**config.mk**
```make
export PLATFORM = sky130hd
export DESIGN_NAME = irq_source_arbiter
export DESIGN_NICKNAME = d
export VERILOG_FILES = /design/src/rtl/irq_source_arbiter.sv
export SDC_FILE = /design/constraint.sdc
export NUM_CORES = 1
export LEC_CHECK = 0
export ABC_AREA = 1
export ABC_CLOCK_PERIOD_IN_PS = 2660
export CAP_MARGIN = 20
export CORE_UTILIZATION = 38
export DETAILED_ROUTE_END_ITERATION = 10
export HOLD_SLACK_MARGIN = 0.05
export PLACE_DENSITY = 0.95
export SYNTH_ARGS = -nofsm -noshare
export SYNTH_HDL_FRONTEND = slang
export SYNTH_SLANG_ARGS = --single-unit
```
**constraint.sdc**
```tcl
create_clock -name clk_i -period 2.66 [get_ports clk_i]
set_clock_uncertainty 0.15 [all_clocks]
set_input_delay 0.798 -clock clk_i [delete_from_list [all_inputs] [get_ports clk_i]]
set_output_delay 0.798 -clock clk_i [all_outputs]
set_load 0.03 [all_outputs]
```
**src/rtl/irq_source_arbiter.sv**
```systemverilog
// ---------------------------------------------------------------------------
// irq_source_arbiter
//   Source-side initiator of the core interrupt handshake. Latches up to 16
//   peripheral interrupt lines into pending bits (edge or level per source),
//   selects the lowest-index enabled pending source and presents it to the
//   interrupt controller as a single request plus mcause word. The chosen
//   source stays in service until the controller returns from the handler.
//
// Ports:
//   clk_i        clock
//   rst_i        synchronous active-high reset
//   src_irq_i    raw peripheral interrupt lines (synchronous to clk_i)
//   src_en_i     per-source enable mask (arbitration only)
//   irq_taken_i  controller accepted the request this cycle
//   irq_ret_i    controller return-from-interrupt pulse
//   irq_req_o    interrupt request to controller
//   irq_cause_o  mcause value for the active source
//   irq_id_o     index of the active source
//   pending_o    current pending vector
//   busy_o       a source is in service
// ---------------------------------------------------------------------------
module irq_source_arbiter #(
  parameter int unsigned NUM_SRC   = 16,
  parameter logic [15:0] EDGE_MASK = 16'h0000
) (
  input  logic               clk_i,
  input  logic               rst_i,
  input  logic [NUM_SRC-1:0] src_irq_i,
  input  logic [NUM_SRC-1:0] src_en_i,
  input  logic               irq_taken_i,
  input  logic               irq_ret_i,
  output logic               irq_req_o,
  output logic [31:0]        irq_cause_o,
  output logic [3:0]         irq_id_o,
  output logic [NUM_SRC-1:0] pending_o,
  output logic               busy_o
);

  typedef enum logic [1:0] {
    ST_IDLE    = 2'd0,
    ST_REQ     = 2'd1,
    ST_SERVICE = 2'd2,
    ST_GAP     = 2'd3
  } state_t;

  state_t             r_state;
  state_t             w_state_nxt;
  logic [3:0]         r_id;
  logic [3:0]         w_id_nxt;
  logic [NUM_SRC-1:0] r_prev;
  logic [NUM_SRC-1:0] r_pend;
  logic [NUM_SRC-1:0] w_pend_nxt;
  logic [NUM_SRC-1:0] w_edge_mask;
  logic [NUM_SRC-1:0] w_rise;
  logic [NUM_SRC-1:0] w_clr;
  logic [NUM_SRC-1:0] w_elig;
  logic [NUM_SRC-1:0] w_act_onehot;
  logic               w_act_elig;
  logic [3:0]         w_win_id;
  logic               w_win_vld;
  logic               r_req;
  logic               r_busy;
  logic [31:0]        r_cause;

  // mcause for an external source: interrupt bit set, code 16 + id
  function automatic logic [31:0] cause_of(input logic [3:0] id);
    logic [4:0] code;
    code = 5'd16 + {1'b0, id};
    return {1'b1, 26'b0, code};
  endfunction

  assign w_edge_mask  = EDGE_MASK[NUM_SRC-1:0];
  assign w_rise       = src_irq_i & ~r_prev & w_edge_mask;
  assign w_elig       = r_pend & src_en_i;
  assign w_act_onehot = {{(NUM_SRC-1){1'b0}}, 1'b1} << r_id;
  assign w_act_elig   = |(w_elig & w_act_onehot);

  // Return-from-handler clears only the active edge bit; a new edge on the
  // same bit in that cycle wins because w_rise is ORed in after the clear.
  assign w_clr = ((r_state == ST_SERVICE) && irq_ret_i) ? (w_act_onehot & w_edge_mask)
                                                        : {NUM_SRC{1'b0}};
  assign w_pend_nxt = (w_edge_mask & ((r_pend & ~w_clr) | w_rise)) |
                      (~w_edge_mask & src_irq_i);

  // Fixed-priority encoder: scan downwards so the lowest index is kept last
  always_comb begin
    w_win_vld = 1'b0;
    w_win_id  = 4'd0;
    for (int i = NUM_SRC - 1; i >= 0; i--) begin
      w_win_vld = w_win_vld | w_elig[i];
      w_win_id  = w_elig[i] ? 4'(i) : w_win_id;
    end
  end

  // Handshake next-state logic; the id is only reloaded from IDLE
  always_comb begin
    w_state_nxt = r_state;
    w_id_nxt    = r_id;
    case (r_state)
      ST_IDLE: begin
        if (w_win_vld) begin
          w_state_nxt = ST_REQ;
          w_id_nxt    = w_win_id;
        end else begin
          w_state_nxt = ST_IDLE;
        end
      end
      ST_REQ: begin
        if (irq_taken_i) begin
          w_state_nxt = ST_SERVICE;
        end else if (!w_act_elig) begin
          w_state_nxt = ST_IDLE;
        end else begin
          w_state_nxt = ST_REQ;
        end
      end
      ST_SERVICE: begin
        if (irq_ret_i) begin
          w_state_nxt = ST_GAP;
        end else begin
          w_state_nxt = ST_SERVICE;
        end
      end
      ST_GAP: begin
        w_state_nxt = ST_IDLE;
      end
      default: begin
        w_state_nxt = ST_IDLE;
      end
    endcase
  end

  // State, pending and edge-history registers
  always_ff @(posedge clk_i) begin
    if (rst_i) begin
      r_state <= ST_IDLE;
      r_id    <= 4'd0;
      r_prev  <= {NUM_SRC{1'b0}};
      r_pend  <= {NUM_SRC{1'b0}};
    end else begin
      r_state <= w_state_nxt;
      r_id    <= w_id_nxt;
      r_prev  <= src_irq_i;
      r_pend  <= w_pend_nxt;
    end
  end

  // Output registers decoded from the next state so they align with r_state
  always_ff @(posedge clk_i) begin
    if (rst_i) begin
      r_req   <= 1'b0;
      r_busy  <= 1'b0;
      r_cause <= 32'h8000_0010;
    end else begin
      r_req   <= (w_state_nxt == ST_REQ);
      r_busy  <= (w_state_nxt == ST_SERVICE);
      r_cause <= cause_of(w_id_nxt);
    end
  end

  assign irq_req_o   = r_req;
  assign busy_o      = r_busy;
  assign irq_cause_o = r_cause;
  assign irq_id_o    = r_id;
  assign pending_o   = r_pend;

endmodule
```
==> results.sh <==
export IMPL_antenna_diode_count=0
export IMPL_synth_fa_ha_area_share_pct=0
export IMPL_multiInputGateArea_um2=613
export IMPL_cell_area_synth_mm2=0.00133
export IMPL_cts_inserted_buffers=3
export IMPL_routed_wl_um=2960
export IMPL_post_dp_hpwl_um=2460
export IMPL_totalPowerFinal_w=0.00100
export IMPL_grtUsageTotal_pct=16.8
export IMPL_via_count_of_the_first_global_routing_pass=1188
export IMPL_timing_worst_setup_path_type="reg -> out"
export IMPL_root_buffer_selected_by_cts="sky130_fd_sc_hd__clkbuf_4"
export IMPL_cts_hold_repair_buffers=0
export IMPL_yosys_area_share_xor_xnor_pct=0
export IMPL_synth_compound_gate_area_share_pct=9.78
export IMPL_worst_setup_path_start_kind="flip-flop"
export IMPL_hold_viol=0
export IMPL_synthesis_yosys_warnings=0
export IMPL_average_cell_area_after_synthesis_um2=6.82
export IMPL_setup_viol_count_final=0
export IMPL_critPathArrivalTime_ns=1.52
export IMPL_simple_logic_cell_fraction_of_the_synthesized_area_pct=28.4
export IMPL_drt_pass1_iterations=4
export IMPL_setup_tns_final_ns=0
export IMPL_placed_cells=296
export IMPL_mux_share_of_post_synthesis_cell_area_pct=0
export IMPL_cts_path_max_buffers=2
export IMPL_grt_antenna_before_repair=0
export IMPL_drt_iter0_markers=31
export IMPL_synth_cells=195
export IMPL_synth_cell_type_count=20
export IMPL_postCtsResizedCells=0
export IMPL_tritoncts="yes"
export IMPL_avgRoutedWirePerCell_um=9.86
export IMPL_critPathRequiredTime_ns=1.71
export IMPL_grt_ovfl_total=0
export IMPL_dr_vias=1334
export IMPL_cp_num_buf_inv=1
export IMPL_die_w_um=61.2
export IMPL_place_congestion=0.947
export IMPL_cts_sinks=24
export IMPL_power_leakage_nw=0.903
export IMPL_synth_top_area_share_pct=36.1
export IMPL_die_h_um=61.2
export IMPL_drt_antenna_violating_nets=0
export IMPL_layout_area_overhead_vs_synth_pct=42.8
export IMPL_path_cells="clkdlybuf4s50_1"
export IMPL_layout_drive_gt1_share_pct=5.12
export IMPL_synthDominantAreaCellType="sky130_fd_sc_hd__dfxtp_1"
export IMPL_drcViolationCount=0
export IMPL_finalCritPeriodShare_pct=92.9
export IMPL_fp_dieArea_mm2=0.00374
export IMPL_nNetsFinal=291
export IMPL_synth_sequential_area_ratio_pct=36.1
export IMPL_crit_path_top_delay_cell="sky130_fd_sc_hd__clkdlybuf4s50_1"
export IMPL_floorplan_core_area_mm2=0.00334
export IMPL_grt_start_max_net_pins=14
export IMPL_initial_utilization_pct=39.9
export IMPL_max_cap_viols=0
export IMPL_ios=90
export IMPL_timing_fmax_mhz=405
export IMPL_clk_pin_slew_worst_paths_ns=0.13
export IMPL_final_min_clock_period_ns=2.47
export IMPL_largest_family_of_logic_cells_by_synthesized_area="simple AND/OR/NAND/NOR gates"
export IMPL_final_fill_count=319
export IMPL_fp_row_count=21
export IMPL_p_per_area_mw_per_mm2=527
export IMPL_worst_path_max_fanout=7
export IMPL_maxSlewViolCount=0
export IMPL_critical_path_max_stage_delay_ns=0.72
export IMPL_count_of_buffers_from_port_buffering=61
export IMPL_instances_no_fill=300
export IMPL_whs_ns=0.393
export IMPL_hold_path_class="reg -> reg"
export IMPL_cts_htree_levels=1
export IMPL_cts_setup_buffers=0
export IMPL_synth_top_cells_by_area="sky130_fd_sc_hd__dfxtp_1, sky130_fd_sc_hd__buf_4, sky130_fd_sc_hd__nand2_1"
export IMPL_final_seq_area_um2=480
export IMPL_worst_skew_pair_late_latency_ns=0.31
export IMPL_outcome="finished, final reports clean"
export IMPL_grt_pass1_wl_um=4670
export IMPL_vdd_ir_drop_worst_v=0.000301
export IMPL_ys_ff_latch=24
export IMPL_drt_vias_per_instance=4.45
export IMPL_crit_path_end_kind="primary output"
export IMPL_critPathTopFamily="buffers and inverters"
export IMPL_rsz0062_at_grt="false"
kinds of logic (layout without fill, tap and decap cells):
logic type	Yosys count	count (layout)
AO/OA/AOI/OAI	19	19
buffers and inverters	57	90
flip-flops	24	24
other	2	28
AND/OR/NAND/NOR	93	93
synth_stat cells:
cell type / count
sky130_fd_sc_hd__nand2_1: 46
sky130_fd_sc_hd__buf_4: 32
sky130_fd_sc_hd__nor2_1: 32
sky130_fd_sc_hd__dfxtp_1: 24
sky130_fd_sc_hd__inv_1: 19
sky130_fd_sc_hd__nand3_1: 10
sky130_fd_sc_hd__o22ai_1: 6
sky130_fd_sc_hd__a21oi_1: 5
sky130_fd_sc_hd__inv_2: 4
sky130_fd_sc_hd__a211oi_1: 3
sky130_fd_sc_hd__a31oi_1: 2
sky130_fd_sc_hd__clkbuf_1: 2
sky130_fd_sc_hd__conb_1: 2
sky130_fd_sc_hd__nor3_1: 2
sky130_fd_sc_hd__a21oi_2: 1
sky130_fd_sc_hd__and3_1: 1
sky130_fd_sc_hd__nand4_1: 1
sky130_fd_sc_hd__nor4_2: 1
sky130_fd_sc_hd__o21ai_4: 1
sky130_fd_sc_hd__o31ai_1: 1
metrics by stage:
step           utilization, %  setup WS, ns  area, µm²
6_report                 56.9         0.188       1900
5_1_grt                  56.9         0.106       1900
4_1_cts                  56.9         0.177       1900
3_5_place_dp             55.8         0.234       1860
3_3_place_gp             55.8         0.254       1860
2_1_floorplan               -         0.765       1430
final timing paths:
kind | from | to | slack [ns] | depth (start not counted)
worst min-delay path | r_state[0] | r_state[1] | 0.39 | 2
worst min register to register | r_state[0] | r_state[1] | 0.39 | 2
worst max-delay path | irq_id_o[0] | irq_cause_o[0] | 0.19 | 1
worst max register to register | irq_id_o[0] | busy_o | 0.99 | 8
sequential cells by signal, summed over array words and instances (netlist names):
name       cells
irq_req_o      1
irq_id_o       4
pending_o     16
r_state        2
busy_o         1
placed cells by master (no fill, tap or decap), drive strengths merged, types with 2 or more instances in the layout:
master,count
nor2,32
a31oi,2
nand2,46
inv,23
o22ai,6
nor3,2
conb,28
clkdlybuf4s50,61
a21oi,6
nand3,10
clkbuf,4
dfxtp,24
buf,2
a211oi,3
where the power goes:
group          switching [W]  total, W  internal (W)  leakage [nW]
logic               0.000238  0.000392      0.000155         0.682
clock network       0.000107  0.000190     0.0000837        0.0210
registers          0.0000289  0.000419      0.000390         0.199
total               0.000373   0.00100      0.000628         0.903
per-layer routing:
metal	GRT usage (%)	part of all wire [%]	up-vias	wire length (µm)
li1	-	-	669	-
met1	18.3	40	577	1190
met2	30.3	49	76	1450
met3	3.78	7.7	12	227
met4	9.09	3.2	0	95
met5	0	0	-	0
cell type report:
type                            count  area share [%]
Multi-Input combinational cell    140            32.3
Sequential cell                    24            25.3
Clock buffer                        4            1.91
Timing Repair Buffer               63            32.9
Tap cell                           46            3.03
Inverter                           23            4.55
(Power assumes the default switching activity.)
